<file path="src/rtl/sign_extension_pkg.sv">
// sign_extension_pkg: shared operand-size encodings and datapath width.
package sign_extension_pkg;
  localparam int DATA_W = 32;
  localparam logic [1:0] SZ_BYTE  = 2'b00;
  localparam logic [1:0] SZ_HALF  = 2'b01;
  localparam logic [1:0] SZ_WORD  = 2'b10;
  localparam logic [1:0] SZ_WORD2 = 2'b11;
endpackage

</file>
<file path="src/rtl/sign_ext_core.sv">
// sign_ext_core: combinational sign extension of the low byte/halfword/word of d_i.
module sign_ext_core
  import sign_extension_pkg::*;
(
  input  logic [DATA_W-1:0] d_i,
  input  logic [1:0]        size_i,
  output logic [DATA_W-1:0] ext_o
);
  // default arm catches both word encodings and any unknown size
  always_comb begin
    ext_o = d_i;
    case (size_i)
      SZ_BYTE: ext_o = {{24{d_i[7]}}, d_i[7:0]};
      SZ_HALF: ext_o = {{16{d_i[15]}}, d_i[15:0]};
      default: ext_o = d_i;
    endcase
  end
endmodule

</file>
<file path="src/rtl/sign_extension.sv">
// sign_extension: registered sign extension with load enable and async active-low reset.
module sign_extension
  import sign_extension_pkg::*;
(
  output logic [DATA_W-1:0] Q,
  input  logic [DATA_W-1:0] D,
  input  logic [1:0]        dataSize,
  input  logic              E,
  input  logic              CLK,
  input  logic              RST_N
);
  logic [DATA_W-1:0] ext, q_d, q_q;
  sign_ext_core u_core (
    .d_i    (D),
    .size_i (dataSize),
    .ext_o  (ext)
  );
  assign q_d = E ? ext : q_q;
  always_ff @(posedge CLK or negedge RST_N) begin
    if (!RST_N) q_q <= '0;
    else        q_q <= q_d;
  end
  assign Q = q_q;
endmodule

</file>
<file path="config.mk">
export PLATFORM = sky130hd
export DESIGN_NAME = sign_extension
export DESIGN_NICKNAME = d
export VERILOG_FILES = /design/src/rtl/sign_extension_pkg.sv /design/src/rtl/sign_ext_core.sv /design/src/rtl/sign_extension.sv
export SDC_FILE = /design/constraint.sdc
export NUM_CORES = 1
export LEC_CHECK = 0
export ABC_AREA = 1
export CAP_MARGIN = 20
export CORE_ASPECT_RATIO = 1.5
export CORE_UTILIZATION = 36
export CTS_CLUSTER_SIZE = 28
export DETAILED_ROUTE_END_ITERATION = 8
export MAX_ROUTING_LAYER = met4
export PLACE_DENSITY = 0.73
export SETUP_SLACK_MARGIN = 0.4
export SLEW_MARGIN = 0
export SYNTH_ARGS = -nofsm -noshare
export SYNTH_HDL_FRONTEND = slang
export SYNTH_SLANG_ARGS = --single-unit
</file>
<file path="constraint.sdc">
create_clock -name CLK -period 0.8 [get_ports CLK]
set_input_delay 0.08 -clock CLK [delete_from_list [all_inputs] [get_ports CLK]]
set_output_delay 0.08 -clock CLK [all_outputs]
set_load 0.1 [all_outputs]
</file>
Yosys cells after proc, flatten, opt, wreduce, memory -nomap -nowiden
Index checks and enable logic that the tools add are counted.
- equal/unequal tests: 1
- mux-type cells: 1
- reduce and logical (&&, ||, !) cells: 1
- operators with widths (kind ; number):
    $pmux 32 s2 ; 1
    $eq 2x1->1 const B ; 1
    $logic_not 2->1 ; 1
- flip-flop bits (word level): 32

Depth between registers and ports, before layout
Gate-level depths: netlist (run 1).
- depth in word-level cells: 2
- mapped depth: 7

By module
From an unflattened synthesis (run 1), not the netlist that was laid out.
- cell total of the unflattened synthesis: 203
- area, all modules: 1679.1 sq um
- by module, submodules not included (module ; times used ; cells an instance ; area each (sq um)):
    sign_extension ; 1 ; 136 ; 1292.5
    sign_ext_core ; 1 ; 67 ; 386.6

Least setup slack after synthesis (run 1)
OpenSTA, ideal clock, no wires.
- kind: flip-flop to flip-flop
- start point: reg Q[27] (netlist name)
- end point: reg q_q[27] (netlist: Q[27])
- library setup time: 0.113 ns
- arrival: 1.237 ns
- required time: 0.687 ns
- path slack: -0.550 ns
- cell stages (with the launch flop): 4
- cells stage by stage: dfrtp_1 > or2_2 > nand2_1 > inv_1
- RTL lines (what ; line ; source):
    end signal: assignment ; sign_extension.sv:21 ; else q_q <= q_d;
    end: declaration ; sign_extension.sv:12 ; logic [DATA_W-1:0] ext, q_d, q_q;

Worst setup path in the final report (run 1)
- start point: reg q_q[17] (netlist: Q[17])
- end point: out Q[17]
- RTL lines (what ; line ; source):
    end: declaration ; sign_extension.sv:5 ; output logic [DATA_W-1:0] Q,
No word-level cell between the ends.

==> qor.yml, run 1 <==
antenna_found_initial: 0
critPathSlowestCell: "dfrtp_4"
maxSlewHeadroom: 0.827
max_cap_viol_count: 0
nNetsFinal: 330
fin_crit_ps: 1150
clock_path_buffers: 2
final_cell_mix: "54 x nand2_1, 33 x buf_12, 32 x dfrtp_4, 32 x clkdlybuf4s50_1, 26 x nand2_2"
grt.total_usage: 0.214
gp_congestion: 0.771
final_max_slew_viol_count: 0
drt_iter0_markers: 31
wl_mm: 4.87
synth_seq_cells: 32
syn_inst: 194
seq_area_um2: 921
htreeDepth: 2
cts_tree: "built"
worstPathRequired_ps: 720
synth_top_area_cell: "dfrtp_1"
initial_core_util: 0.375
power_mw: 6.53
clock.fmax_mhz: 873
setup_viol: 51
layout-drive-gt1-share: 0.585
cts.sinks: 32
mostFrequentLayoutCell: "nand2_1"
finalCoreUtilization: 0.763
power_leakage_nw: 1.53
r2r_start: "Q[25]"
rsz0062_at_grt: "yes"
antenna_left: 0
dp_slack_ps: -552
tightest_slew_ps: 259
cts_root_buf: "clkbuf_8"
largest_reg_flops: 32
start_kind: "flip-flop"
io_buffers: 68
drt_pass1_iterations: 4
r2r_slack_ps: -230
grt_pass1_vias: 1646
hp-class: "primary input to async pin"
violations: "setup timing"
syn_nets: 231
fillCellCount: 282
hpwl_mm: 3.07
wl_per_cell_um: 14.3
cts_made_buffers: 5
dieWidth_um: 56.3
io-pin-count: 69
powerDensity_mw_per_mm2: 2020
yosysSeqAreaShare: 0.504
crit_path_end_kind: "output port"
critical_path.max_fanout: 2
syn2layout_area_growth_pct: 104
fp.dieH_um: 83.4
clk_latency_ps: 280
grt_max_degree: 33
clk_pin_slew_ps: 70
synth_area_leaders: "dfrtp_1 50%, nand2_1 19%, or2_2 6.3%"
setup_slack_ps: -346
crit_type: "flip-flop to output port"
drc: 0
dieArea_mm2: 0.00469
ys_warn_count: 0
fin_crit_sh: 1.43
cp_cell_sequence: "buf_6 -> buf_12"
vdd_drop_max_uv: 1900
yosysUniqueCellTypes: 16
status: "finished with violations"
reg2reg_to: "Q[25]"
reg2reg_depth: 4
overflow: 0
grt_first_pass_wirelength_mm: 7.47
yosysTopAreaCellShare: 0.504
hold_viol_final: 0
multi_input_area_um2: 766
vias_per_cell: 4.87
final.setup_skew_ps: 0
num_vias: 1657
worstPathArrival_ps: 1070
critPathMaxStageDelay_ps: 490
antennaDiodeCount: 0
rows: 29
core_area_mm2: 0.00425
syn-cell-area_mm2: 0.00159
syn_avg_cell_area_um2: 8.20
==> per-layer routing <==
metal | track usage | up-vias | part of all wire | wire length [µm]
met3 | 0.0467 | 10 | 0.047 | 227
li1 | - | 785 | - | -
met5 | - | - | 0 | 0
met2 | 0.370 | 68 | 0.55 | 2670
met1 | 0.235 | 794 | 0.38 | 1860
met4 | 0.0865 | 0 | 0.022 | 108
==> cell usage after synthesis <==
library cell and number:
nand2_1 81, dfrtp_1 32, inv_1 17, or2_2 16
a21oi_1 14, nand3_1 14, buf_6 6, a21oi_2 2
buf_2 2, buf_4 2, inv_2 2, nand3_2 2
clkbuf_1 1, nand2_4 1, nand3_4 1, nor2_4 1
==> critical path, delay by kind of cell (launching register included) <==
family / cells / cell delay (ps)
DFF: 1 / 490
buffers and inverters: 2 / 280
==> cells by family after synthesis <==
| group | count (synthesis) | synth area share |
|---|---|---|
| and+or+nand+nor | 116 | 0.336 |
| DFF | 32 | 0.504 |
| AOI/OAI and AO/OA | 16 | 0.0551 |
| buffers and inverters | 30 | 0.105 |
==> worst max-delay path by stage <==
stage,start,endpoint,slack (ps),cells past startpoint
detailed placement,dataSize[1],Q[11],-550,7
finish,Q[17],Q[17],-350,2
global route,Q[20],Q[20],-360,2
floorplan,Q[16],Q[16],-260,3
CTS,Q[29],Q[29],-340,2
global placement,dataSize[1],Q[13],-520,7
==> power by group <==
part | switching [mW] | internal (mW) | total [mW]
clock | 0.597 | 0.701 | 1.30
combinational | 1.86 | 1.30 | 3.16
sequential | 0.177 | 1.90 | 2.08
==> metrics by stage <==
step	std cells	setup TNS [ps]	cell area [µm²]	hold WS [ps]
final	340	-11100	3240	153
after global routing	340	-12080	3240	174
after CTS	332	-10780	3130	159
after detailed placement	320	-17270	2900	466
after global placement	320	-16360	2900	465
after floorplan	194	-5040	1750	-216
==> what timing repair did <==
item,in CTS,in global routing
setup endpoints to repair,64,64
resized for setup,39,38
cloned,1,2
buffers inserted,3,6
hold buffers,0,0
pin swaps,11,4
==> layout make-up <==
| type | instances | share of cell area |
|---|---|---|
| tap | 46 | 0.0178 |
| sequential | 32 | 0.284 |
| inverter | 19 | 0.0228 |
| clock buffer | 8 | 0.0278 |
| multi-input combinational | 134 | 0.236 |
| timing repair buffer | 100 | 0.409 |
| timing repair inverter | 1 | 0.00232 |
Note: power is estimated with default switching activity, not from simulation.
==> run 2: changes to the inputs <==
--- a/config.mk
+++ b/config.mk
@@ -11,9 +11,9 @@
 export CORE_UTILIZATION = 36
 export CTS_CLUSTER_SIZE = 28
 export DETAILED_ROUTE_END_ITERATION = 8
+export GPL_ROUTABILITY_DRIVEN = 0
 export MAX_ROUTING_LAYER = met4
 export PLACE_DENSITY = 0.73
-export SETUP_SLACK_MARGIN = 0.4
 export SLEW_MARGIN = 0
 export SYNTH_ARGS = -nofsm -noshare
 export SYNTH_HDL_FRONTEND = slang
==> run 2 against run 1 <==
Sequential cell count unchanged. First-iteration DRC count down 42%. Clock power about the same. Fmax up 0.13%. Largest cell class unchanged. Critical path depth unchanged. The flow still finishes with violations (setup timing). Highest routed layer unchanged.
==> qor.yml, run 2 (synthesis gave the netlist of run 1 again) <==
fin_hold_ws_ps: 151  # -2.59 ps
fin_crit_ps: 1140  # -1.49 ps
start_kind: "flip-flop"
mostFrequentLayoutCell: "nand2_1"
rows: 29  # unchanged
dieArea_mm2: 0.00469  # unchanged
fin_crit_sh: 1.43  # -0.00186
drc: 0  # unchanged
grt_pass1_vias: 1640  # -0.36%
critical_path.max_fanout: 2  # unchanged
power_leakage_nw: 1.47  # -3.7%
antennaDiodeCount: 0  # unchanged
clock.fmax_mhz: 874  # +0.13%
layout-drive-gt1-share: 0.510  # -0.0745
grt_first_pass_wirelength_mm: 7.45  # -0.36%
use_met3: 0.0545  # +0.00779
rsz0062_at_grt: "yes"
num_vias: 1587  # -4.2%
setup_slack_ps: -345  # +1.49 ps
dp_slack_ps: -552  # unchanged
grt.total_usage: 0.212  # -0.00185
fp.dieH_um: 83.4  # unchanged
placed_cells: 320  # unchanged
syn2layout_area_growth_pct: 97.2
drt_pass1_iterations: 4  # unchanged
powerDensity_mw_per_mm2: 2040  # +1.3%
final_cell_mix: "68 x nand2_1, 33 x buf_12, 32 x dfrtp_4, 32 x clkdlybuf4s50_1, 18 x buf_6"
vias_per_cell: 4.78  # -1.9%
tightest_slew_ps: 259  # -0.830 ps
clk_pin_slew_ps: 70  # about the same
met2_usage: 0.358  # -0.0119
final_max_slew_viol_count: 0  # unchanged
cts_made_buffers: 5  # unchanged
final_cells: 332  # -2.4%
max_cap_viol_count: 0  # unchanged
grt_max_degree: 33  # unchanged
largest_reg_flops: 32  # unchanged
dieWidth_um: 56.3  # unchanged
grt.met1_usage: 0.236  # +0.000475
drt_iter0_markers: 18  # -42%
hp-class: "primary input to async pin"
clk_latency_ps: 280  # about the same
violations: "setup timing"
wl_mm: 4.43  # -8.9%
worstPathArrival_ps: 1060  # about the same
hold_buffers: 0  # unchanged
crit_type: "flip-flop to output port"
hold_viol_final: 0  # unchanged
wl_per_cell_um: 13.4  # -6.7%
io-pin-count: 69  # unchanged
setup_viol: 48  # -5.9%
cts_tree: "built"
busiest_layer: "met2"
overflow: 0  # unchanged
core_area_mm2: 0.00425  # unchanged
final.setup_skew_ps: 0  # unchanged
clock_path_buffers: 2  # unchanged
io_buffers: 68  # unchanged
hpwl_mm: 3.07  # unchanged
vdd_drop_max_uv: 1900  # -0.33%
antenna_found_initial: 0  # unchanged
cts_root_buf: "clkbuf_8"
maxSlewHeadroom: 0.827  # about the same
htreeDepth: 2  # unchanged
crit_path_end_kind: "output port"
nNetsFinal: 322  # -2.4%
antenna_left: 0  # unchanged
cts.sinks: 32  # unchanged
worstPathRequired_ps: 720  # about the same
initial_core_util: 0.375  # unchanged
status: "finished with violations"
[run 2: changes by cell type in the layout (fill, tap and decap cells not counted), moves of 2 or more]
cell and delta:
nand2_2 -14, buf_6 -6, clkbuf_2 -3, nand2_4 -2
nand2_1 +14, dlygate4sd2_1 +3
[run 2: final timing paths]
| kind | startpoint | endpoint | slack, ps | cells after the start |
|---|---|---|---|---|
| min | RST_N | Q[31] | 150 | 2 |
| min in group CLK | D[7] | Q[7] | 250 | 3 |
| min reg2reg | Q[0] | Q[0] | 550 | 2 |
| max reg2reg | Q[20] | Q[20] | -220 | 4 |
| max in group asynchronous | RST_N | Q[27] | 440 | 2 |
| max | Q[29] | Q[29] | -340 | 2 |
[run 2: timing repair]
action                     CTS  global route
gates resized for setup     32            19
setup endpoints to repair   64            49
setup buffers                1             1
pin swaps                   11             3
cloned                       1             1
[run 2: worst max-delay path, stage by stage, from the launching register on]
cell and delay [ps]:
dfrtp_4 490, buf_6 130, buf_12 150
[run 2: routing by layer]
layer / up-vias / share of wire
met1: 753 / 0.40
li1: 774 / -
met3: 8 / 0.051
met5: - / 0
met2: 52 / 0.53
met4: 0 / 0.018
[run 2: layout make-up]
| cell class | instances | area, µm² |
|---|---|---|
| clock buffer | 8 | 90.1 |
| fill | 296 | 1110 |
| inverter | 19 | 73.8 |
| multi-input combinational | 133 | 726 |
| sequential | 32 | 921 |
| tap | 46 | 57.6 |
| timing repair buffer | 93 | 1260 |
| timing repair inverter | 1 | 7.51 |
[run 2: power breakdown]
| part | switching [mW] | internal, mW | total, mW |
|---|---|---|---|
| clock | 0.588 | 0.701 | 1.29 |
| combinational | 1.81 | 1.24 | 3.05 |
| sequential | 0.163 | 1.90 | 2.06 |
[run 2: stage by stage]
| step | utilization | instance area (µm²) | TNS (ps) | power, mW |
|---|---|---|---|---|
| after global placement | 0.683 | 2900 | -16360 | 4.97 |
| after global routing | 0.739 | 3140 | -11680 | 6.65 |
| final | 0.739 | 3140 | -10610 | 6.41 |
| after detailed placement | 0.683 | 2900 | -17270 | 5.00 |
| after floorplan | - | 1750 | -5040 | 3.72 |
| after CTS | 0.728 | 3090 | -10730 | 6.39 |
==> run 3: changes to the inputs <==
--- a/config.mk
+++ b/config.mk
@@ -7,11 +7,12 @@
 export LEC_CHECK = 0
 export ABC_AREA = 1
 export CAP_MARGIN = 20
-export CORE_ASPECT_RATIO = 1.5
+export CORE_ASPECT_RATIO = 0.75
 export CORE_UTILIZATION = 36
 export CTS_CLUSTER_SIZE = 28
 export DETAILED_ROUTE_END_ITERATION = 8
 export GPL_ROUTABILITY_DRIVEN = 0
+export GPL_TIMING_DRIVEN = 0
 export MAX_ROUTING_LAYER = met4
 export PLACE_DENSITY = 0.73
 export SLEW_MARGIN = 0
==> run 3 against run 2 <==
The run ends with hold timing, setup timing left. Sequential share of layout area is 1.8 points higher. Register-to-register slack better by 80 ps. Hold slack got worse by 320 ps. Setup slack better by 95 ps. Critical path depth decreased by 1. Die area is essentially flat.
==> qor.yml, run 3 (synthesis gave the netlist of run 1 again) <==
violations: "hold timing, setup timing"
final_max_slew_viol_count: 0  # unchanged
io_buffers: 67  # -1.5%
drt_iter0_markers: 69  # +51
clk_pin_slew_ps: 70  # about the same
path_buf_inv: 1  # -1
rows: 20  # -31%
multi_input_area_um2: 704  # -2.9%
cp_cell_sequence: "buf_12"
finalCoreUtilization: 0.712  # -0.0262
setup_viol: 49  # +2.1%
antenna_found_initial: 0  # unchanged
cts_tree: "built"
cts.sinks: 32  # unchanged
initial_core_util: 0.383  # +0.00824
tightest_slew_ps: 709  # +450 ps
hp-class: "primary input to async pin"
layout-drive-gt1-share: 0.526  # +0.0154
seq_area_um2: 921  # unchanged
fp.dieH_um: 59.6  # -29%
powerDensity_mw_per_mm2: 2100  # +2.8%
power_mw: 6.21  # -3.0%
crit_type: "flip-flop to output port"
grt.total_usage: 0.215  # +0.00282
max_cap_viol_count: 0  # unchanged
drt_pass1_iterations: 4  # unchanged
drc: 0  # unchanged
rsz0062_at_grt: "yes"
setup_slack_ps: -249  # +95.4 ps
power_leakage_nw: 1.39  # -5.5%
critPathSlowestCell: "dfrtp_4"
wl_per_cell_um: 13.6  # +1.6%
clock.fmax_mhz: 953  # +9.1%
clock_path_buffers: 2  # unchanged
critical_path.max_fanout: 2  # unchanged
dieWidth_um: 78.7  # +40%
fin_hold_ws_ps: -167  # -317 ps
grt_max_degree: 33  # unchanged
fin_crit_ps: 1050  # -95.4 ps
start_kind: "flip-flop"
io-pin-count: 69  # unchanged
hold_viol_final: 32  # +32
core_area_mm2: 0.00415  # -2.2%
worstPathRequired_ps: 720  # about the same
clk_latency_ps: 280  # about the same
fin_crit_sh: 1.31  # -0.119
status: "finished with violations"
cp_top_family: "flip-flops"
totalNegativeSetupSlack_ps: -9510  # +1100 ps
place_area_mm2: 0.00248  # -14%
wl_mm: 4.41  # -0.50%
nNetsFinal: 306  # -5.0%
cts_made_buffers: 5  # unchanged
final_cells: 325  # -2.1%
final_cell_area_mm2: 0.00296  # -5.6%
crit_path_end_kind: "output port"
mostFrequentLayoutCell: "nand2_1"
overflow: 0  # unchanged
dp_slack_ps: -809  # -257 ps
antenna_left: 0  # unchanged
placed_cells: 316  # -1.3%
grt_pass1_vias: 1493  # -9.0%
vdd_drop_max_uv: 1540  # -19%
cts_root_buf: "clkbuf_8"
syn2layout_area_growth_pct: 86.1
maxSlewHeadroom: 0.528  # -0.300
dieArea_mm2: 0.00469  # about the same
fillCellCount: 312  # +5.4%
vias_per_cell: 4.64  # -3.0%
final_cell_mix: "64 x nand2_1, 32 x dfrtp_4, 32 x buf_12"
worstPathArrival_ps: 970  # -90 ps
largest_reg_flops: 32  # unchanged
final.setup_skew_ps: 0  # unchanged
num_vias: 1507  # -5.0%
antennaDiodeCount: 0  # unchanged
htreeDepth: 2  # unchanged
hpwl_mm: 3.00  # -2.2%
grt_first_pass_wirelength_mm: 7.15  # -4.0%
critPathMaxStageDelay_ps: 500  # about the same
==> run 3: power by group <==
group,internal [mW],switching [mW],total [mW]
sequential,1.90,0.203,2.10
clock,0.686,0.627,1.31
combinational,1.07,1.73,2.80
total,3.65,2.56,6.21
==> run 3: timing repair <==
action | 4_1_cts | 5_1_grt
endpoints found under the setup margin | 64 | 63
resized for setup | 310 | 18
pin swaps | 6 | 4
endpoints found under the hold margin | 32 | 32
buffers inserted | 1 | 0
==> run 3: final cells by class <==
class                      count  share of cell area
buffer                        11              0.0347
timing repair buffer          68               0.337
clock buffer                   6              0.0279
multi-input combinational    132               0.238
sequential                    32               0.311
clock inverter                 2             0.00338
inverter                      19              0.0241
tap                           55              0.0233
==> run 3: path summary, 6_finish.rpt <==
kind,slack (ps),cells past startpoint,start,end
hold / removal,-170,1,RST_N,Q[12]
max in group asynchronous,430,1,RST_N,Q[31]
min in group CLK,120,3,D[7],Q[7]
setup / recovery,-250,1,Q[27],Q[27]
setup reg to reg,-140,3,Q[31],Q[31]
hold reg to reg,550,2,Q[12],Q[12]
==> run 3: layer usage <==
| metal | share of wire | global-route usage |
|---|---|---|
| met1 | 0.44 | 0.261 |
| met2 | 0.49 | 0.345 |
| met3 | 0.057 | 0.0508 |
| met4 | 0.014 | 0.0952 |
| met5 | 0 | - |
